--- src/rtl/knn_pkg.sv ---
// knn_pkg: shared types for the k_vote KNN type voter.
// FSM states, tie policy codes and vote-counter width.
package knn_pkg;

  typedef enum logic [2:0] {
    IDLE,
    ACCUM,
    SCAN,
    TIE,
    OUT
  } state_e;

  localparam int TIE_LOWEST  = 0;
  localparam int TIE_NEAREST = 1;

  // Wide enough for the rank-weighted total K(K+1)/2.
  function automatic int cnt_w(input int k);
    return $clog2(k * (k + 1) / 2 + 1);
  endfunction

endpackage

--- src/rtl/k_vote_if.sv ---
// k_vote_if: query-in / result-out handshake bundle for k_vote.
// master = sorter/sink side, slave = k_vote.
interface k_vote_if
  import knn_pkg::*;
#(
  parameter int K      = 5,
  parameter int TYPE_W = 2,
  parameter int CNT_W  = cnt_w(K)
);
  logic                in_valid;
  logic                in_ready;
  logic [TYPE_W*K-1:0] k_types;
  logic                out_valid;
  logic                out_ready;
  logic [TYPE_W-1:0]   inferred_type;
  logic [CNT_W-1:0]    vote_count;
  logic                tie;

  modport master (
    output in_valid, k_types, out_ready,
    input  in_ready, out_valid,
    input  inferred_type, vote_count, tie
  );

  modport slave (
    input  in_valid, k_types, out_ready,
    output in_ready, out_valid,
    output inferred_type, vote_count, tie
  );
endinterface

--- src/rtl/k_vote.sv ---
// k_vote: KNN vote counter, argmax scan and tie resolution.
// Ports: clk, rst (sync, active-low), bus (k_vote_if.slave).
// Define K_VOTE_DIST_WEIGHT_EN for rank weights K-j.
module k_vote
  import knn_pkg::*;
#(
  parameter int K        = 5,
  parameter int TYPE_W   = 2,
  parameter int N_TYPES  = 1 << TYPE_W,
  parameter int TIE_MODE = TIE_LOWEST
) (
  input  logic     clk,
  input  logic     rst,
  k_vote_if.slave  bus
);
  localparam int CNT_W = cnt_w(K);
  localparam int JW    = (K > 1) ? $clog2(K) : 1;
  localparam int NC    = 1 << TYPE_W;

  state_e              state_q;
  logic [TYPE_W*K-1:0] types_q;
  logic [CNT_W-1:0]    cnt_q [NC];
  logic [JW-1:0]       j_q;
  logic [TYPE_W-1:0]   t_q;
  logic [TYPE_W-1:0]   best_q;
  logic [CNT_W-1:0]    max_q;
  logic                tie_q;
  logic                in_ready_q;
  logic                out_valid_q;

  logic [TYPE_W-1:0] lbl;
  logic              lbl_ok;
  logic [CNT_W-1:0]  wgt;
  logic [CNT_W-1:0]  lbl_cnt;
  logic [CNT_W-1:0]  t_cnt;
  logic              j_last;
  logic              t_last;
  logic              scan_gt;
  logic              scan_eq;

  always_comb begin
    lbl     = types_q[int'(j_q)*TYPE_W +: TYPE_W];
    lbl_ok  = int'(lbl) < N_TYPES;
    lbl_cnt = cnt_q[lbl];
    t_cnt   = cnt_q[t_q];
`ifdef K_VOTE_DIST_WEIGHT_EN
    wgt     = CNT_W'(K - int'(j_q));
`else
    wgt     = CNT_W'(1);
`endif
    j_last  = int'(j_q) == K - 1;
    t_last  = int'(t_q) == N_TYPES - 1;
    scan_gt = t_cnt > max_q;
    // Zero counts never tie: all-invalid input reports no tie.
    scan_eq = (t_cnt == max_q) && (max_q != '0);
  end

  always_ff @(posedge clk) begin
    if (!rst) begin
      state_q     <= IDLE;
      types_q     <= '0;
      for (int i = 0; i < NC; i++) cnt_q[i] <= '0;
      j_q         <= '0;
      t_q         <= '0;
      best_q      <= '0;
      max_q       <= '0;
      tie_q       <= 1'b0;
      in_ready_q  <= 1'b1;
      out_valid_q <= 1'b0;
    end else begin
      unique case (state_q)
        IDLE: begin
          if (bus.in_valid && in_ready_q) begin
            types_q    <= bus.k_types;
            for (int i = 0; i < NC; i++) cnt_q[i] <= '0;
            j_q        <= '0;
            in_ready_q <= 1'b0;
            state_q    <= ACCUM;
          end
        end
        ACCUM: begin
          if (lbl_ok) cnt_q[lbl] <= lbl_cnt + wgt;
          if (j_last) begin
            t_q     <= '0;
            max_q   <= '0;
            best_q  <= '0;
            tie_q   <= 1'b0;
            state_q <= SCAN;
          end else begin
            j_q <= j_q + 1'b1;
          end
        end
        SCAN: begin
          if (scan_gt) begin
            max_q  <= t_cnt;
            best_q <= t_q;
            tie_q  <= 1'b0;
          end else if (scan_eq) begin
            tie_q <= 1'b1;
          end
          if (t_last) begin
            j_q <= '0;
            if (TIE_MODE == TIE_NEAREST &&
                !scan_gt && (tie_q || scan_eq))
              state_q <= TIE;
            else
              state_q <= OUT;
          end else begin
            t_q <= t_q + 1'b1;
          end
        end
        TIE: begin
          if (lbl_ok && lbl_cnt == max_q) begin
            best_q  <= lbl;
            state_q <= OUT;
          end else begin
            j_q <= j_q + 1'b1;
          end
        end
        OUT: begin
          // Result regs are final here; raise valid one cycle later.
          if (!out_valid_q) begin
            out_valid_q <= 1'b1;
          end else if (bus.out_ready) begin
            out_valid_q <= 1'b0;
            in_ready_q  <= 1'b1;
            state_q     <= IDLE;
          end
        end
        default: state_q <= IDLE;
      endcase
    end
  end

  assign bus.in_ready      = in_ready_q;
  assign bus.out_valid     = out_valid_q;
  assign bus.inferred_type = best_q;
  assign bus.vote_count    = max_q;
  assign bus.tie           = tie_q;

endmodule

--- src/flat_wrapper.sv ---
// flat-port wrapper written by rule: the top's interface ports become plain ports
module k_vote_flat import knn_pkg::*;
#(
  parameter int K        = 5,
  parameter int TYPE_W   = 2,
  parameter int N_TYPES  = 1 << TYPE_W,
  parameter int TIE_MODE = TIE_LOWEST
)
  (clk, rst, bus_in_valid, bus_k_types, bus_out_ready, bus_in_ready, bus_out_valid, bus_inferred_type, bus_vote_count, bus_tie);
  k_vote_if #(.K(K), .TYPE_W(TYPE_W)) bus_i ();
  input  logic clk;
  input  logic rst;
  input wire logic [$bits(bus_i.in_valid)-1:0] bus_in_valid;
  input wire logic [$bits(bus_i.k_types)-1:0] bus_k_types;
  input wire logic [$bits(bus_i.out_ready)-1:0] bus_out_ready;
  output wire logic [$bits(bus_i.in_ready)-1:0] bus_in_ready;
  output wire logic [$bits(bus_i.out_valid)-1:0] bus_out_valid;
  output wire logic [$bits(bus_i.inferred_type)-1:0] bus_inferred_type;
  output wire logic [$bits(bus_i.vote_count)-1:0] bus_vote_count;
  output wire logic [$bits(bus_i.tie)-1:0] bus_tie;
  assign bus_i.in_valid = bus_in_valid;
  assign bus_i.k_types = bus_k_types;
  assign bus_i.out_ready = bus_out_ready;
  assign bus_in_ready = bus_i.in_ready;
  assign bus_out_valid = bus_i.out_valid;
  assign bus_inferred_type = bus_i.inferred_type;
  assign bus_vote_count = bus_i.vote_count;
  assign bus_tie = bus_i.tie;
  k_vote #(.K(K), .TYPE_W(TYPE_W), .N_TYPES(N_TYPES), .TIE_MODE(TIE_MODE)) u_core (.clk(clk), .rst(rst), .bus(bus_i));
endmodule
--- config.mk ---
export PLATFORM = sky130hd
export DESIGN_NAME = k_vote_flat
export DESIGN_NICKNAME = d
export VERILOG_FILES = /design/src/rtl/knn_pkg.sv /design/src/rtl/k_vote_if.sv /design/src/rtl/k_vote.sv /design/src/flat_wrapper.sv
export SDC_FILE = /design/constraint.sdc
export NUM_CORES = 1
export LEC_CHECK = 0
export BUFFER_PORTS_ARGS = -buffer_cell sky130_fd_sc_hd__buf_2
export CORE_MARGIN = 8
export CORE_UTILIZATION = 53
export CTS_CLUSTER_SIZE = 25
export DETAILED_ROUTE_END_ITERATION = 10
export PLACE_DENSITY = 0.77
export SKIP_CTS_REPAIR_TIMING = 1
export SLEW_MARGIN = 20
export SYNTH_ARGS = -nofsm -noshare
export SYNTH_HDL_FRONTEND = slang
export SYNTH_SLANG_ARGS = --single-unit
--- constraint.sdc ---
create_clock -name clk -period 2.7 [get_ports clk]
set_input_delay 0.81 -clock clk [delete_from_list [all_inputs] [get_ports clk]]
set_output_delay 0.81 -clock clk [all_outputs]
set_load 0.05 [all_outputs]
* Word-level counts from Yosys, hierarchy flattened
Memory sizes are Yosys's and may differ from the RTL's. A register that Yosys moved wholly into a read port is not among the register bits. Cells that the tools add are included.
Word-level totals: bits in registers 27, latch bits 0, RAM bits 16, memory bits (read-only) 0, bits of input ports 14, output and inout bits 9, logic and storage cells 103, memories 1
Memory list:
- u_core.cnt_q | words 4, width 4, rd ports 2, clocked after Yosys merged registers in 1, write ports 4, RTL line k_vote.sv:22 | logic [CNT_W-1:0] cnt_q [NC];
Operators by class: add/subtract/negate cells 3, multipliers 0, div/mod/pow operators 0, magnitude comparators 1, equal/unequal tests 19, shift operators 1, mux-type cells 48, bitwise logic cells 4, reduce and logical (&&, ||, !) cells 17
Operators with widths (number):
- $mux W3 | 10
- $mux W4 | 7
- $mux W1 | 17
- $pmux W3 S5 | 1
- $mux W2 | 7
- $ne A2 B1 Y1 const B | 6
- $pmux W3 S4 | 1
- $shiftx A10 B5 Y2 | 1
- $reduce_and A3 Y1 | 3
- $eq A4 B4 Y1 | 2
- $ne A2 B2 Y1 const B | 4
- $pmux W4 S2 | 1
- $reduce_and A4 Y1 | 2
- $reduce_bool A4 Y1 | 2
- $eq A3 B2 Y1 const B | 2
- $eq A3 B3 Y1 const B | 2
- $pmux W2 S3 | 1
- $reduce_and A6 Y1 | 1
- $reduce_and A5 Y1 | 1
- $add A4 B1 Y4 const B | 1
- $gt A4 B4 Y1 | 1
- $or A1 B1 Y1 | 4
- $pmux W1 S2 | 2
- $pmux W2 S2 | 1
- 11 further kinds | 13

* Logic depth before layout (Yosys ltp)
Gate-level depths: netlist of run 1.
depth after elaboration 7, gate-level depth with buffers 11, depth with buffers taken out 10

* Least setup slack after synthesis of run 1
OpenSTA, ideal clock, no wires.
kind reg2reg, from register u_core.j_q[0], to register u_core.j_q[0], arrival 2.456 ns, required time 2.616 ns, slack 0.160 ns, stages on the path, launching flop included 12, path through dfxtp_1 buf_2 mux2i_1 o221a_2 buf_6 mux2i_1 xnor2_1 a21oi_1 a211o_1 a2111o_1 o21a_1 o31ai_2
Between the ends: cells in the longest elaborated chain, start to end 5, elaborated cells on any way between the ends 11, classes of those cells add/sub (1); eq/ne (4); shift (1); mux (3); reduce/logical (1); memory (1)
Ends and longest elaborated chain:
- start, declared | RTL line k_vote.sv:23 | logic [JW-1:0] j_q;
- start signal, assigned | RTL line k_vote.sv:90 | j_q <= j_q + 1'b1;
- start signal, assigned | RTL line k_vote.sv:117 | j_q <= j_q + 1'b1;
- $shiftx A10 B5 Y2 | RTL line k_vote.sv:42 | lbl = types_q[int'(j_q)*TYPE_W +: TYPE_W];
- $mem_v2 Z4 W4
- $eq A4 B4 Y1 | RTL line k_vote.sv:113 | if (lbl_ok && lbl_cnt == max_q) begin
- $ne A2 B2 Y1 (no source line)
- $reduce_and A5 Y1 (no source line)
Several ways; a longest one is shown, not always the timed one. The select of a mux whose other input is x is not followed. A chain may end at the register's enable or synchronous reset.

* Final worst setup path of run 1
from register u_core.j_q[1], to register u_core.j_q[0]
Between the ends: cells in the longest elaborated chain, start to end 5, elaborated cells on any way between the ends 7, classes of those cells eq/ne (4); shift (1); reduce/logical (1); memory (1)
Ends and longest elaborated chain (RTL line):
- $shiftx A10 B5 Y2 | k_vote.sv:42
- $mem_v2 Z4 W4
- $eq A4 B4 Y1 | k_vote.sv:113
- $ne A2 B2 Y1 (no source line)
- $reduce_and A5 Y1 (no source line) (*)
Mark *: on every way between the ends. The rest lies on a longest branch, timed or not.

==> impl_results.md, run 1 <==
* Vias in the first global route at 2025
* Finished Cell Area at 2860 um2
* Core footprint at 4630 um2
* Worst-Margin Slew at 0.696 ns
* Total track usage at 0.166
* DP HPWL at 4180 um
* Total number of vias at 2121
* Hold crit path type: flop to flop
* Setup crit start kind: flop
* Clock-pin slew on the worst setup and hold paths at 0.09 ns
* Post-synth top area cell: dfxtp_1
* Max stage delay on crit path at 0.38 ns
* Asr flop ratio synth at 0
* Synth Area in Simple Gates at 0.219
* Syn_area_per_cell at 9.02 um2
* Placement-stage worst setup slack at -0.0181 ns
* # rows at 25
* Die Ht at 84.5 um
* Placer Congestion at 0.934
* Port Buffer Count at 22
* Number of CTS-inserted buffers at 5
* Mapped cell area at 2490 um2
* Fin crit share at 0.972
* Setup TNS at 0 ns
* Largest net degree at the start of global routing at 22
* Drt wl/cell at 15.4 um
* Setup crit end kind: flop
* Layout area overhead at 15.0%
* Post-synth net total at 298
* Number of max-cap violations at 0
* Synth top area share at 0.233
* Outcome: finished, final reports clean
* Worst path required time at 2.92 ns
* Largest family of logic cells by synthesized area: simple AND/OR/NAND/NOR gates
* DRC viols at 0
* Global-route wire length before repair at 9560 um
* CTS root buffer: clkbuf_8
* Layout Cells excl Fill at 365
* Post-Synth XOR/XNOR Area at 0.0211
* Latest clock arrival within the worst-skew pair at 0.31 ns
* Die area at 7150 um2
* RSZ-0062 raised after global routing: yes
* Fill cells at 410
* Multiplexer share of the synthesized area at 0.108
* Number of flops mapped to enable cells by yosys at 16
* Most used flip-flop cell after synthesis: dfxtp_1
* Remaining global-route overflow at 0
* Netlist cell types at 49
* Post-synthesis sequential area ratio at 0.426
* Synthesis-stage register bit count at 45
* Layout cell share with drive strength beyond 1 at 0.206
* Clk sink count at 45
* CTS tree: done
* Die X at 84.5 um
* Post-DR vias/cell at 5.81
* Endpoints failing setup at 0
* Cells after Synth at 276
* F_max at 381 MHz
* Post-layout util at 0.618
* Slowest library cell on the worst path: dfxtp_2
* Max-slew headroom at 0.536
* Initial Util at 0.538
* Initial antenna violation count at 0
* Post-Synth Adder-Cell Area at 0.0402
* FF-to-FF setup slack at 0.08 ns
* Final net count at 332
* Crit path max fanout at 7
* Yosys warnings at 0
* CTS H-Tree Depth at 2
* Register Area at 1060 um2
* Crit path time final at 2.62 ns
* Area contributors post-synth: dfxtp_1 (23%), edfxtp_1 (19%), nand2_1 (6.6%)
* Final hold vios at 0
* 1st-pass router iterations at 4
* Setup CP Type: flop to flop
* Synth Area in Compound Gates at 0.140
* Routed WL at 5620 um
* DRT antenna net count at 0
* CP arrival at 2.84 ns
* Diode count at 0
* DR iter-0 viols at 172
* Pwr per Cell Area at 519 nW/um2
* Highest ir drop seen on vdd at 314 uV
* P_leak at 1.13 nW
* # IOs at 23
* Max-slew violations at 0
* Max clock buf depth at 2
* Area of the multi-input gates at 1350 um2
* Max Clock Skew at 0.0132 ns
* Post-placement cell area at 2730 um2
* CP Cell Sequence: or2b_1 > o221a_4 > mux2_4 > nor3_4 > o22ai_1 > a211o_1 > a2111o_1 > o21a_1 > o31ai_2
* Final WS setup at 0.0768 ns
* Placed Instances at 356
[state kept, by name (all words and copies together), names as in the netlist, named ones only]
register and flops:
u_core.cnt_q 16, u_core.types_q 10, u_core.bus.vote_count 4, u_core.j_q 3, u_core.state_q 3, u_core.bus.inferred_type 2
u_core.t_q 2, u_core.bus.in_ready 1, u_core.bus.out_valid 1, u_core.bus.tie 1
[final cells by class]
class | count | area share
Tap cell | 54 | 0.0236
Timing Repair Buffer | 41 | 0.0883
Clock inverter | 2 | 0.00524
Inverter | 12 | 0.0157
Clock buffer | 6 | 0.0253
Sequential cell | 45 | 0.372
Multi-Input combinational cell | 205 | 0.470
[worst max-delay path: cells and delay by family, from the launching register on]
kind | cells | cell delay, ns
AO/OA/AOI/OAI | 6 | 1.43
AND/OR/NAND/NOR | 2 | 0.39
flip-flops | 1 | 0.38
multiplexers | 1 | 0.34
[power breakdown]
part           switching, W  internal [W]  total, W
combinational      0.000169      0.000130  0.000299
sequential        0.0000238      0.000739  0.000762
clock              0.000240      0.000183  0.000423
total              0.000434       0.00105   0.00148
[layout by cell type (no fill, tap or decap), types with 2 or more instances in the layout]
cell type   Yosys  routed
o21ai_0         2       2
a2111o_1        2       2
mux2i_1        15      14
nand2_1        44      44
nor2b_1         3       3
nor3_1          3       3
and3_1          3       3
o21a_1          4       4
or4_1           3       3
nand3_1        11      11
a21oi_1        20      20
nor2_1         36      36
clkinvlp_4      0       2
buf_4           0      19
dfxtp_1        29      26
ha_1            8       8
mux4_2          4       4
nor3b_1         4       4
clkbuf_8        0       5
edfxtp_1       16      16
mux2i_2         1       2
o211ai_1        4       4
buf_2           1      22
o221ai_1        2       2
dfxtp_2         0       3
a211oi_1        2       2
inv_1          12      12
o22ai_1         3       3
nor4_1          2       2
xnor2_1         5       4
a31oi_1         3       3
[worst paths after layout]
path                      from           endpoint  cells after the start
min reg2reg  u_core.types_q[1]  u_core.types_q[1]                      2
max              u_core.j_q[1]      u_core.j_q[0]                      9
max reg2reg      u_core.j_q[1]      u_core.j_q[0]                      9
min          u_core.types_q[1]  u_core.types_q[1]                      2
[metal layers]
metal / vias to the layer above / part of all wire / track usage / wire length (um)
met5: - / 0 / 0 / 0
met1: 1006 / 0.47 / 0.215 / 2650
met4: 0 / 0.019 / 0.0696 / 109
li1: 1050 / - / - / -
met2: 56 / 0.46 / 0.254 / 2610
met3: 9 / 0.045 / 0.0429 / 253
[cells by family (layout without fill, tap and decap cells)]
group,count (synthesis),count (layout)
buffers and inverters,26,61
AND/OR/NAND/NOR,118,118
flip-flops,45,45
AO/OA/AOI/OAI,52,52
adder cells (fa/ha/maj),8,8
XOR/XNOR,6,6
multiplexers,21,21
[through the flow]
stage,hold slack (ns),total power [W]
final,0.458,0.00148
after global routing,0.493,0.00156
after CTS,0.460,0.00148
after detailed placement,0.448,0.00106
after global placement,0.444,0.00105
after floorplan,0.436,0.000965
[cell usage after synthesis, drive strengths merged, types with 2 or more instances]
cell type,instances
inv,12
nor2b,3
mux2i,16
dfxtp,29
nand2,44
o211ai,4
nor4,2
edfxtp,16
nand3,11
a21oi,20
or4,3
a2111o,2
ha,8
buf,3
o221ai,2
nor3,4
nor3b,4
and3,3
a211oi,2
clkbuf,11
o22ai,3
o21ai,4
nor2,37
mux4,4
a31oi,3
xnor2,5
o21a,4
(Power assumes the default switching activity.)
==> inputs of run 2 (changes only) <==
ABC_CLOCK_PERIOD_IN_PS = 2700   (was not set)
PLACE_DENSITY = 0.75   (was 0.77)
==> run 2 against run 1 <==
Register-to-register slack improved by 0.03 ns. Clock skew decreased by 0.0045 ns. Sequential power about the same. Sequential cell count unchanged. Cell count decreased by 0.27%. Via count increased by 0.14%. Utilization decreased by 0.081 points. Total power increased by 1.7%. Non-clock buffer count decreased by 1. Critical path depth unchanged.
==> impl_results.md, run 2 (synthesis gave the netlist of run 1 again) <==
* F_max at 385 MHz (was 381 MHz)
* Highest ir drop seen on vdd at 302 uV (was 314 uV)
* Crit path max fanout at 8 (was 7)
* Core footprint at 4630 um2 (unchanged)
* Drt wl/cell at 15.1 um (was 15.4 um)
* Placement-stage worst setup slack at 0.00957 ns (was -0.0181 ns)
* Initial antenna violation count at 0 (unchanged)
* Initial Util at 0.538 (unchanged)
* CTS H-Tree Depth at 2 (unchanged)
* Global-route wire length before repair at 9060 um (was 9560 um)
* Worst path required time at 2.91 ns (was 2.92 ns)
* 1st-pass router iterations at 6 (was 4)
* Post-layout util at 0.618 (about the same)
* Pwr per Cell Area at 528 nW/um2 (was 519 nW/um2)
* Worst-Margin Slew at 0.697 ns (was 0.696 ns)
* Diode count at 0 (unchanged)
* CP arrival at 2.81 ns (was 2.84 ns)
* Final net count at 331 (was 332)
* Max clock buf depth at 2 (unchanged)
* Remaining global-route overflow at 0 (unchanged)
* Max-slew headroom at 0.535 (was 0.536)
* Endpoints failing setup at 0 (unchanged)
* # IOs at 23 (unchanged)
* WL met1 at 2500 um (was 2650 um)
* Setup TNS at 0 ns (unchanged)
* DRC viols at 0 (unchanged)
* Met3 routed WL at 349 um (was 253 um)
* Routed WL at 5490 um (was 5620 um)
* Finished Cell Area at 2860 um2 (about the same)
* Max Clock Skew at 0.00871 ns (was 0.0132 ns)
* Clock-pin slew on the worst setup and hold paths at 0.09 ns (about the same)
* Die area at 7150 um2 (unchanged)
* Port Buffer Count at 22 (unchanged)
* Number of max-cap violations at 0 (unchanged)
* DRT antenna net count at 0 (unchanged)
* DP HPWL at 4130 um (was 4180 um)
* Placer Congestion at 0.914 (was 0.934)
* Final WS setup at 0.104 ns (was 0.0768 ns)
* CTS root buffer: clkbuf_8 (unchanged)
* Biggest register: u_core.cnt_q (unchanged)
* Routed length on met2 at 2560 um (was 2610 um)
* Setup crit end kind: flop (unchanged)
* Layout area overhead at 14.8% (was 15.0%)
* Outcome: finished, final reports clean (unchanged)
* DR iter-0 viols at 158 (was 172)
* Commonest non-fill, non-tap cell in the layout: nand2_1 (unchanged)
* Final hold slack at 0.461 ns (was 0.458 ns)
* Die X at 84.5 um (unchanged)
* Fin crit share at 0.961 (was 0.972)
* Vias in the first global route at 1904 (was 2025)
* Setup CP Type: flop to flop (unchanged)
* Max-slew violations at 0 (unchanged)
* Latest clock arrival within the worst-skew pair at 0.30 ns (was 0.31 ns)
* Clk sink count at 45 (unchanged)
* # rows at 25 (unchanged)
* Max FFs per register at 16 (unchanged)
* Die Ht at 84.5 um (unchanged)
* Commonest non-fill, non-tap cells in the layout: nand2_1 (44), nor2_1 (36), dfxtp_1 (26) (unchanged)
* Layout cell share with drive strength beyond 1 at 0.206 (about the same)
* Post-placement cell area at 2720 um2 (was 2730 um2)
* Post-DR vias/cell at 5.84 (was 5.81)
* P_leak at 1.13 nW (about the same)
* Crit path time final at 2.60 ns (was 2.62 ns)
* Total track usage at 0.156 (was 0.166)
* CTS tree: done (unchanged)
* Setup crit start kind: flop (unchanged)
* Fill cells at 391 (was 410)
* Final hold vios at 0 (unchanged)
* Total number of vias at 2124 (was 2121)
* Top Layer Used: met4 (unchanged)
* Hold crit path type: flop to flop (unchanged)
* Number of CTS-inserted buffers at 5 (unchanged)
* Largest net degree at the start of global routing at 22 (unchanged)
[run 2: cell count changes in the layout (fill, tap and decap cells not counted), sizes merged]
cell	previous run	this run
clkinvlp	2	1
inv	12	13
buf	41	40
[run 2: worst max-delay path, cell delays in order, from the launching register on]
cell and delay (ns):
dfxtp_2 0.36, or2b_1 0.28, o221a_4 0.32, mux2_4 0.33, nor3_2 0.10, o22ai_1 0.10, a211o_1 0.28, a2111o_1 0.34
o21a_1 0.22, o31ai_2 0.18
[run 2: through the flow]
step | power (W) | instances
global placement | 0.00105 | 354
global route | 0.00158 | 364
finish | 0.00151 | 364
detailed placement | 0.00106 | 354
floorplan | 0.000965 | 276
CTS | 0.00151 | 362
[run 2: report_power, final]
group	leakage (nW)	switching (W)	internal, W
clock	0.0478	0.000241	0.000211
combinational	0.677	0.000168	0.000129
sequential	0.410	0.0000230	0.000738
total	1.13	0.000433	0.00108
[run 2: routing by layer]
layer / GRT usage / up-vias
met1: 0.204 / 992
met3: 0.0429 / 10
li1: - / 1056
met5: 0 / -
met4: 0.0502 / 0
met2: 0.243 / 66
[run 2: worst paths after layout]
kind         depth (start not counted)               from  slack, ns           endpoint
min reg2reg                          2  u_core.types_q[9]       0.46  u_core.types_q[9]
min                                  2  u_core.types_q[9]       0.46  u_core.types_q[9]
max                                  9      u_core.j_q[1]       0.10      u_core.j_q[0]
max reg2reg                          9      u_core.j_q[1]       0.10      u_core.j_q[0]
[run 2: final cells by class]
| class | instances | area, um2 | area share |
|---|---|---|---|
| tap | 54 | 67.6 | 0.0236 |
| inverter | 12 | 45.0 | 0.0158 |
| multi-input combinational | 205 | 1340 | 0.467 |
| clock inverter | 2 | 16.3 | 0.00569 |
| clock buffer | 6 | 82.6 | 0.0289 |
| timing repair buffer | 40 | 245 | 0.0858 |
| sequential | 45 | 1070 | 0.373 |
==> inputs of run 3 (changes only) <==
CORE_UTILIZATION = 55   (was 53)
CTS_BUF_LIST = sky130_fd_sc_hd__clkbuf_4 sky130_fd_sc_hd__clkbuf_8   (was not set)
PLACE_DENSITY = 0.77   (was 0.75)
==> run 3 against run 2 <==
Via count down 1.8%. Worst setup slack worse by 0.0068 ns. Clock skew down 0.0031 ns. Utilization up 4.6 points. Clock power up 11%. Wire length down 1.5%. Design area up 1.0%. Worst hold slack better by 0.0011 ns. Combinational power down 2%. Largest cell class unchanged. Sequential cell count unchanged. Highest routed layer unchanged. Global-route usage up 0.060 points. Sequential share of layout area down 0.37 points. Largest power group unchanged.
==> impl_results.md, run 3 (synthesis gave the netlist of run 1 again) <==
* Outcome: finished, final reports clean (unchanged)
* DR iter-0 viols at 98 (was 158)
* P_leak at 1.14 nW (was 1.13 nW)
* Final WS setup at 0.0974 ns (was 0.104 ns)
* Fin crit share at 0.964 (was 0.961)
* CP arrival at 2.81 ns (about the same)
* Commonest non-fill, non-tap cell in the layout: nand2_1 (unchanged)
* CTS root buffer: clkbuf_8 (unchanged)
* F_max at 384 MHz (was 385 MHz)
* Total track usage at 0.157 (was 0.156)
* Setup CP Type: flop to flop (unchanged)
* Crit path max fanout at 7 (was 8)
* Max clock buf depth at 2 (unchanged)
* Layout cell share with drive strength beyond 1 at 0.209 (was 0.206)
* Highest ir drop seen on vdd at 351 uV (was 302 uV)
* Drt wl/cell at 14.9 um (was 15.1 um)
* Hold crit path type: flop to flop (unchanged)
* Diode count at 0 (unchanged)
* Clk sink count at 45 (unchanged)
* Vias in the first global route at 2020 (was 1904)
* Setup TNS at 0 ns (unchanged)
* DP HPWL at 4030 um (was 4130 um)
* Worst-Margin Slew at 0.684 ns (was 0.697 ns)
* Final hold vios at 0 (unchanged)
* DRT antenna net count at 0 (unchanged)
* Largest net degree at the start of global routing at 22 (unchanged)
* Number of max-cap violations at 0 (unchanged)
* Pwr per Cell Area at 540 nW/um2 (was 528 nW/um2)
* Endpoints failing setup at 0 (unchanged)
* CTS tree: done (unchanged)
* DRC viols at 0 (unchanged)
* RSZ-0062 raised after global routing: yes
* Setup crit end kind: flop (unchanged)
* Commonest non-fill, non-tap cells in the layout: nand2_1 (44), nor2_1 (36), dfxtp_1 (26) (unchanged)
* 1st-pass router iterations at 4 (was 6)
* Initial antenna violation count at 0 (unchanged)
* Placer Congestion at 0.934 (was 0.914)
* Worst path required time at 2.91 ns (about the same)
* Die Ht at 83.3 um (was 84.5 um)
* Post-DR vias/cell at 5.74 (was 5.84)
* Max Clock Skew at 0.00559 ns (was 0.00871 ns)
* Max-slew violations at 0 (unchanged)
* Crit path time final at 2.60 ns (about the same)
* Clock-pin slew on the worst setup and hold paths at 0.09 ns (about the same)
* Setup crit start kind: flop (unchanged)
* Final net count at 332 (was 331)
* Port Buffer Count at 22 (unchanged)
* Remaining global-route overflow at 0 (unchanged)
* Max FFs per register at 16 (unchanged)
* # IOs at 23 (unchanged)
* Die X at 83.3 um (was 84.5 um)
* Core footprint at 4350 um2 (was 4630 um2)
* Routed WL at 5410 um (was 5490 um)
* Layout area overhead at 16.0% (was 14.8%)
* Initial Util at 0.572 (was 0.538)
* Global-route wire length before repair at 9200 um (was 9060 um)
* Placement-stage worst setup slack at 0.0333 ns (was 0.00957 ns)
* Max-slew headroom at 0.543 (was 0.535)
* Latest clock arrival within the worst-skew pair at 0.30 ns (about the same)
* # rows at 24 (was 25)
* Number of CTS-inserted buffers at 5 (unchanged)
* CTS H-Tree Depth at 2 (unchanged)
* Die area at 6940 um2 (was 7150 um2)
* Total number of vias at 2085 (was 2124)
* Biggest register: u_core.cnt_q (unchanged)
[run 3: changes by cell type in the layout (fill, tap and decap cells not counted), sizes merged]
cell / change
buf: +1
bufinv: +1
clkbuf: -1
clkinv: +1
inv: -1
[run 3: final timing paths]
path / from / end / slack, ns / cells after the start
min: u_core.types_q[1] / u_core.types_q[1] / 0.46 / 2
max: u_core.j_q[0] / u_core.j_q[0] / 0.1 / 9
max reg2reg: u_core.j_q[0] / u_core.j_q[0] / 0.1 / 9
min reg2reg: u_core.types_q[1] / u_core.types_q[1] / 0.46 / 2
[run 3: worst max-delay path: stages (launching register included)]
cell and delay [ns]:
dfxtp_4 0.42, mux2i_4 0.27, o221a_4 0.27, buf_4 0.16, mux2i_2 0.26, o21ai_1 0.09, a211o_1 0.33, a2111o_1 0.33
o21a_1 0.21, o31ai_2 0.17
[run 3: metal layers]
| metal | routed length, um | vias to the layer above | global-route usage |
|---|---|---|---|
| met5 | 0 | - | 0 |
| met4 | 84 | 0 | 0.0575 |
| met3 | 299 | 6 | 0.0430 |
| met2 | 2540 | 54 | 0.254 |
| met1 | 2490 | 975 | 0.193 |
| li1 | - | 1050 | - |
[run 3: through the flow]
| stage | instance area, um2 | std cells | total power (W) | utilization | hold slack (ns) |
|---|---|---|---|---|---|
| after floorplan | 2490 | 276 | 0.000965 | - | 0.436 |
| after global placement | 2730 | 354 | 0.00105 | 0.627 | 0.451 |
| after detailed placement | 2730 | 354 | 0.00106 | 0.627 | 0.449 |
| after CTS | 2840 | 362 | 0.00156 | 0.653 | 0.461 |
| after global routing | 2890 | 363 | 0.00163 | 0.663 | 0.485 |
| final | 2890 | 363 | 0.00156 | 0.663 | 0.462 |
[run 3: where the power goes]
group          internal (W)  total [W]  leakage, nW  switching [W]
clock network      0.000272   0.000503       0.0518       0.000230
registers          0.000738   0.000765        0.410      0.0000264
logic              0.000132   0.000292        0.677       0.000161
[run 3: layout make-up]
class,count,area [um2]
clock buffers,5,68.8
repair buffers,41,253
fillers,367,1470
multi-input cells,205,1350
flip-flops and latches,45,1070
well taps,52,65.1
inverters,12,45.0
clock inverters,3,41.3
